## src/rtl/fetch_pkg.sv

```systemverilog
// Shared types and constants for the instruction fetch stage.
// The prefetch queue entry carries the sequential PC and the fetched word.
package fetch_pkg;

    localparam int unsigned INST_STEP = 4;

    localparam logic [31:0] RESET_VECTOR_DEF = 32'h0000_0000;
    localparam logic [31:0] EXC_VECTOR_DEF   = 32'h4000_0040;

    typedef struct packed {
        logic [31:0] pc4;
        logic [31:0] inst;
    } fetch_entry_t;

endpackage

```

## src/rtl/fetch_prefetch_q_if.sv

```systemverilog
// Instruction-memory request/grant/response port.
// The fetch stage is the master; the memory side is the slave.
interface fetch_prefetch_q_if #(
    parameter int ADDR_W = 32,
    parameter int DATA_W = 32
);

    logic              imem_req;
    logic [ADDR_W-1:0] imem_addr;
    logic              imem_gnt;
    logic              imem_rvalid;
    logic [DATA_W-1:0] imem_rdata;

    modport master (
        output imem_req,
        output imem_addr,
        input  imem_gnt,
        input  imem_rvalid,
        input  imem_rdata
    );

    modport slave (
        input  imem_req,
        input  imem_addr,
        output imem_gnt,
        output imem_rvalid,
        output imem_rdata
    );

endinterface

```

## src/rtl/fetch_fifo.sv

```systemverilog
// DEPTH-entry circular prefetch buffer with synchronous reset and flush.
// The head reads as zero while the buffer is empty.
module fetch_fifo
    import fetch_pkg::*;
#(
    parameter int  DEPTH = 4,
    parameter type T     = fetch_entry_t,
    localparam int AW    = $clog2(DEPTH),
    localparam int CW    = $clog2(DEPTH + 1)
) (
    input  logic          clk,
    input  logic          rst,
    input  logic          push,
    input  T              din,
    input  logic          pop,
    input  logic          flush,
    output logic [CW-1:0] count,
    output T              head
);

    T              r_mem [DEPTH];
    logic [AW-1:0] r_wr;
    logic [AW-1:0] r_rd;
    logic [CW-1:0] r_cnt;
    logic          w_push;
    logic          w_pop;

    assign w_push = push && !flush && !rst;
    assign w_pop  = pop && (r_cnt != '0) && !flush && !rst;

    always_ff @(posedge clk) begin
        if (rst || flush) begin
            r_wr  <= '0;
            r_rd  <= '0;
            r_cnt <= '0;
        end else begin
            if (w_push)
                r_wr <= r_wr + AW'(1);
            if (w_pop)
                r_rd <= r_rd + AW'(1);
            unique case ({w_push, w_pop})
                2'b10:   r_cnt <= r_cnt + CW'(1);
                2'b01:   r_cnt <= r_cnt - CW'(1);
                default: r_cnt <= r_cnt;
            endcase
        end
    end

    always_ff @(posedge clk) begin
        if (w_push)
            r_mem[r_wr] <= din;
    end

    assign count = r_cnt;
    assign head  = (r_cnt != '0) ? r_mem[r_rd] : T'('0);

endmodule

```

## src/rtl/fetch_prefetch_q.sv

```systemverilog
// Fetch stage: owns the fetch PC, issues one-in-flight imem requests
// and buffers responses in a prefetch queue drained by decode.
module fetch_prefetch_q
    import fetch_pkg::*;
#(
    parameter int          DATA_W       = 32,
    parameter int          ADDR_W       = 32,
    parameter int          DEPTH        = 4,
    parameter logic [31:0] RESET_VECTOR = RESET_VECTOR_DEF,
    parameter logic [31:0] EXC_VECTOR   = EXC_VECTOR_DEF
) (
    input  logic                clk,
    input  logic                rst,
    input  logic                br,
    input  logic [ADDR_W-1:0]   pc_branch,
    input  logic                except,
    input  logic                hold_if,
    fetch_prefetch_q_if.master  imem,
    output logic                valid_out,
    output logic [ADDR_W-1:0]   pc_out,
    output logic [DATA_W-1:0]   inst_out
);

    localparam int CW = $clog2(DEPTH + 1);

    typedef struct packed {
        logic [ADDR_W-1:0] pc4;
        logic [DATA_W-1:0] inst;
    } entry_t;

    logic [ADDR_W-1:0] r_fpc;
    logic [ADDR_W-1:0] r_oaddr;
    logic              r_out;
    logic              r_drop;

    logic              w_redir;
    logic [ADDR_W-1:0] w_target;
    logic [CW-1:0]     w_count;
    logic [CW:0]       w_used;
    logic              w_slot;
    logic              w_req;
    logic              w_gnt;
    logic              w_push;
    logic              w_pop;
    logic              w_keep;
    entry_t            w_din;
    entry_t            w_head;

    assign w_redir  = except | br;
    assign w_target = except ? ADDR_W'(EXC_VECTOR)
                             : (pc_branch & ~ADDR_W'(3));

    // Outstanding request already owns a queue slot.
    assign w_used = {1'b0, w_count} + {{CW{1'b0}}, r_out};
    assign w_slot = w_used < (CW+1)'(DEPTH);

    assign w_req = !rst && !w_redir && w_slot
                && (!r_out || (imem.imem_rvalid && !r_drop));
    assign w_gnt = w_req && imem.imem_gnt;

    assign w_push = !rst && !w_redir && r_out && !r_drop
                 && imem.imem_rvalid;
    assign w_pop  = valid_out && !hold_if;

    // A request still waiting for its response survives reset/redirect
    // as a stale transfer so its late response is swallowed.
    assign w_keep = r_out && !imem.imem_rvalid;

    assign w_din.pc4  = r_oaddr + ADDR_W'(INST_STEP);
    assign w_din.inst = imem.imem_rdata;

    always_ff @(posedge clk) begin
        if (rst || w_redir) begin
            r_fpc   <= rst ? ADDR_W'(RESET_VECTOR) : w_target;
            r_out   <= w_keep;
            r_drop  <= w_keep;
            if (rst)
                r_oaddr <= '0;
        end else begin
            if (w_gnt) begin
                r_oaddr <= r_fpc;
                r_fpc   <= r_fpc + ADDR_W'(INST_STEP);
                r_out   <= 1'b1;
            end else if (imem.imem_rvalid) begin
                r_out   <= 1'b0;
            end
            if (imem.imem_rvalid)
                r_drop <= 1'b0;
        end
    end

    fetch_fifo #(
        .DEPTH (DEPTH),
        .T     (entry_t)
    ) u_fifo (
        .clk   (clk),
        .rst   (rst),
        .push  (w_push),
        .din   (w_din),
        .pop   (w_pop),
        .flush (w_redir),
        .count (w_count),
        .head  (w_head)
    );

    assign imem.imem_req  = w_req;
    assign imem.imem_addr = r_fpc;

    assign valid_out = (w_count != '0);
    assign pc_out    = w_head.pc4;
    assign inst_out  = w_head.inst;

    a_rsp_has_req: assert property (
        @(posedge clk) imem.imem_rvalid |-> r_out
    );

    a_no_overflow: assert property (
        @(posedge clk) w_push |-> (w_count < CW'(DEPTH))
    );

endmodule

```

## src/flat_wrapper.sv

```systemverilog
// flat-port wrapper written by rule: the top's interface ports become plain ports
module fetch_prefetch_q_flat import fetch_pkg::*;
#(
    parameter int          DATA_W       = 32,
    parameter int          ADDR_W       = 32,
    parameter int          DEPTH        = 4,
    parameter logic [31:0] RESET_VECTOR = RESET_VECTOR_DEF,
    parameter logic [31:0] EXC_VECTOR   = EXC_VECTOR_DEF
)
  (clk, rst, br, pc_branch, except, hold_if, valid_out, pc_out, inst_out, imem_imem_req, imem_imem_addr, imem_imem_gnt, imem_imem_rvalid, imem_imem_rdata);
  fetch_prefetch_q_if #(.ADDR_W(ADDR_W), .DATA_W(DATA_W)) imem_i ();
  input  logic clk;
  input  logic rst;
  input  logic br;
  input  logic [ADDR_W-1:0] pc_branch;
  input  logic except;
  input  logic hold_if;
  output logic valid_out;
  output logic [ADDR_W-1:0] pc_out;
  output logic [DATA_W-1:0] inst_out;
  output wire logic [$bits(imem_i.imem_req)-1:0] imem_imem_req;
  output wire logic [$bits(imem_i.imem_addr)-1:0] imem_imem_addr;
  input wire logic [$bits(imem_i.imem_gnt)-1:0] imem_imem_gnt;
  input wire logic [$bits(imem_i.imem_rvalid)-1:0] imem_imem_rvalid;
  input wire logic [$bits(imem_i.imem_rdata)-1:0] imem_imem_rdata;
  assign imem_imem_req = imem_i.imem_req;
  assign imem_imem_addr = imem_i.imem_addr;
  assign imem_i.imem_gnt = imem_imem_gnt;
  assign imem_i.imem_rvalid = imem_imem_rvalid;
  assign imem_i.imem_rdata = imem_imem_rdata;
  fetch_prefetch_q #(.DATA_W(DATA_W), .ADDR_W(ADDR_W), .DEPTH(DEPTH), .RESET_VECTOR(RESET_VECTOR), .EXC_VECTOR(EXC_VECTOR)) u_core (.clk(clk), .rst(rst), .br(br), .pc_branch(pc_branch), .except(except), .hold_if(hold_if), .imem(imem_i), .valid_out(valid_out), .pc_out(pc_out), .inst_out(inst_out));
endmodule
```

## config.mk

```make
export PLATFORM = sky130hd
export DESIGN_NAME = fetch_prefetch_q_flat
export DESIGN_NICKNAME = d
export VERILOG_FILES = /design/src/rtl/fetch_pkg.sv /design/src/rtl/fetch_prefetch_q_if.sv /design/src/rtl/fetch_fifo.sv /design/src/rtl/fetch_prefetch_q.sv /design/src/flat_wrapper.sv
export SDC_FILE = /design/constraint.sdc
export NUM_CORES = 1
export LEC_CHECK = 0
export BUFFER_PORTS_ARGS = -buffer_cell sky130_fd_sc_hd__buf_4
export CAP_MARGIN = 30
export CORE_AREA = 4 4 158 160
export CTS_CLUSTER_DIAMETER = 60
export CTS_CLUSTER_SIZE = 40
export DETAILED_ROUTE_END_ITERATION = 10
export DIE_AREA = 0 0 162 164
export GPL_ROUTABILITY_DRIVEN = 0
export PLACE_DENSITY = 0.79
export SETUP_SLACK_MARGIN = 0.2
export SYNTH_ARGS = -nofsm -noshare
export SYNTH_HDL_FRONTEND = slang
export SYNTH_SLANG_ARGS = --single-unit
```

## constraint.sdc

```tcl
create_clock -name clk -period 3.9 [get_ports clk]
set_input_delay 0.78 -clock clk [delete_from_list [all_inputs] [get_ports clk]]
set_output_delay 0.78 -clock clk [all_outputs]
set_load 0.05 [all_outputs]
```

==> run metrics <==
CP Class reg2out; relative slew slack a little under half; Congestion Overflow GR 0; Switch Pwr about 0.0014 W; DRT Wirelength about 26,000 um; clock sink count approximately 320; Synth async-reset ratio 0%; CP endpoint kind output port; CP max stage cell dfxtp_4; GR Util All Layers about 20%; Int Power approximately 0.0048 W; synthesized area per cell 16.6 um^2; CP required about 3.1 ns; Vias/cell between 5 and 6; Resized cells post-CTS 0; CTS tree built; Synth Instances a little over 800; CP dominant cell by count buf_4; fmax about 320 MHz; die area between 20,000 and 30,000 um^2; DRC viols 0; Clk network pwr share around a third; Yosys cell types 45; hold-fix buffers at CTS 0; Final Hold Viols 0; post-route setup TNS 0 ns; Peak supply drop approximately 0.28 mV; Area growth, synth to finish 16.9%; final core utilization 67.3%; Detail Placement HPWL around 17,000 um; pin count of the biggest net entering global routing 63; fill count around 1.6k; TritonCTS Buffers 16; Hold Path Class in2reg; Synth warnings 0; core area 23,400 um^2; drt pass-1 iters 5; placed inst area about 15,000 um^2; combinational share of power 5.2%; Multi-input gate area roughly 3800 um^2; IO Pins ~170; Buf/Inv on CP 2; clk_skew between 0.02 and 0.03 ns; port bufs 162; sequential cell area ~9500 um^2; #FFs+latches synth 319; CP top delay family flip-flops; wire length per cell 20.1 um; Final ANT Viol Nets 0; Main synth FF type edfxtp_1; RSZ-0062 raised after global routing no; clk buf depth 3; period utilisation layout 80.7%; sequential area share after synthesis between 70% and 80%; final setup fails 0; worst-path maximum fanout 18; layout cells sized above 1 between 20% and 30%; Die Y approximately 160 um; NumNets Final between 1k and 1.5k; worst slew pin tran 0.809 ns; run status completed; minimum clock period 3.15 ns; Sequential Power Share 63.0%; Final Max Tran Viols 0; Starting Density 57.6%; net switching fraction of the power ~22%; Initial DRC Count between 600 and 700; vias in the first global route ~7.8k; crit-path cells buf_4, mux4_2, and2_1, buf_4; Antenna diodes 0; initial antenna violation count 0; Die Width 162 um; first-pass GRT wire length around 42,000 um; max-cap viol count 0; CTS clk-pin slew, worst paths between 0.1 and 0.15 ns; via count roughly 7.5k; worst-skew pair later-pin latency 0.51 ns; CP max stage delay about 0.60 ns; Syn Std Cell Area approximately 13,000 um^2; Pleak 5.37 nW; Clock Tree Root clkbuf_16; # rows 56; Setup Fix Bufs, Post-CTS 0; Final Cell Area 15,700 um^2; P per Cell Area 390 nW/um^2; number of flops mapped to enable cells by yosys 310; Worst setup SP type flop; crit path DAT between 2 and 2.5 ns; # H-tree levels 1; Fin Hold WS ~0.47 ns
==> power groups by stage <==
stage          logic (W)  clock network (W)  registers [W]
2_1_floorplan   0.000101                  0        0.00401
3_3_place_gp    0.000310                  0        0.00394
3_5_place_dp    0.000318                  0        0.00394
4_1_cts         0.000319            0.00200        0.00386
5_1_grt         0.000340            0.00213        0.00387
6_report        0.000318            0.00195        0.00387
==> worst paths after layout <==
check / startpoint / endpoint / depth (start not counted) / slack (ns)
max reg2reg: u_core.imem.imem_addr[2] / u_core.imem.imem_addr[30] / 5 / 1.53
min: imem_imem_rdata[26] / u_core.u_fifo.r_mem[2][26] / 1 / 0.47
max: flop / inst_out[15] / 4 / 0.75
min reg2reg: u_core.u_fifo.r_rd[1] / flop / 2 / 0.52
==> kinds of logic after synthesis <==
kind of cell	after synthesis	share of synthesized area (%)
compound gates	49	2.30
mux	63	10.4
xor+xnor	44	2.86
fa+ha+maj	8	0.799
simple gates	269	11.3
buf+inv	58	1.80
flops	319	70.4
other cells	1	0.0278
==> worst register-to-register path: cells and delay by family (launching register included) <==
family	cells	cell delay, ns
adders and majority gates	1	0.40
DFF	1	0.52
and+or+nand+nor	3	1.21
AOI/OAI and AO/OA	1	0.10
==> synthesized netlist by cell type, drive strengths merged, types with 2 or more instances <==
master,number,area [um^2]
and2,96,601
and3,8,50.1
dfxtp,9,180
a211o,2,17.5
nand3,39,195
nor3b,3,22.5
buf,13,73.8
mux4,62,1400
clkbuf,31,116
nand2b,3,18.8
xor2,13,114
a21oi,6,30.0
xnor2,31,272
nand3b,2,15.0
nor4b,2,17.5
a22oi,3,22.5
a32oi,4,35.0
nand2,35,131
o21ai,25,125
nor4,5,31.3
nor3,11,55.1
ha,7,87.6
nand4,24,150
edfxtp,310,9310
or4,8,60.1
inv,14,52.6
nor2,20,75.1
and4,7,62.6
a221o,3,30.0
or3,3,18.8
==> routing by layer <==
metal  vias up  wire length [um]  global-route usage [%]
met3        24              1930                    3.04
met5         -                 0                       0
met4         0               343                    3.54
met1      3711             11300                    29.4
met2       311             12500                    32.6
li1       3470                 -                       -
==> per-stage QoR <==
step | setup WS (ns) | instances | total power [W]
final | 0.753 | 1298 | 0.00614
after global routing | 0.536 | 1298 | 0.00635
after CTS | 0.665 | 1298 | 0.00618
after detailed placement | 0.777 | 1271 | 0.00426
after global placement | 0.827 | 1270 | 0.00425
after floorplan | 0.318 | 814 | 0.00411
==> cell type report <==
cell class,instances,share of cell area [%]
clock inverters,9,0.747
repair buffers,182,9.44
multi-input cells,437,23.9
flip-flops and latches,319,60.3
inverters,14,0.334
well taps,319,2.53
clock buffers,18,2.73
==> cell usage in the layout (no fill, tap or decap), types with 2 or more instances in the layout <==
master,netlist,layout
and3_1,8,8
nand3b_1,2,2
nor3_1,11,10
buf_4,4,173
inv_8,0,4
clkinv_8,0,3
nor2_1,20,20
conb_1,1,4
edfxtp_1,310,310
xnor2_1,31,31
a211o_1,2,2
nor3b_1,3,2
and2_2,0,4
nor4b_1,2,2
a221o_1,3,3
ha_1,7,7
inv_1,14,14
a22oi_1,3,3
dfxtp_1,9,7
or4_1,8,8
a21oi_1,6,6
a32oi_1,4,4
nor4_1,5,5
buf_12,0,8
nand3_1,39,39
nand2b_1,3,3
xor2_1,13,13
nand2_1,35,35
or3_1,3,3
mux4_2,62,62
o21ai_0,25,25
and2_1,96,92
and4_1,6,6
clkbuf_16,0,17
nand4_1,24,24
==> registers in the layout (all words and copies together), names as in the netlist, named ones only <==
signal	flops
u_core.u_fifo.r_rd	2
u_core.u_fifo.count	3
u_core.u_fifo.r_wr	2
u_core.imem.imem_addr	30
u_core.r_oaddr	30
u_core.u_fifo.r_mem	248
u_core.r_drop	1
u_core.r_out	1
Power figures use the tool's default switching activity.
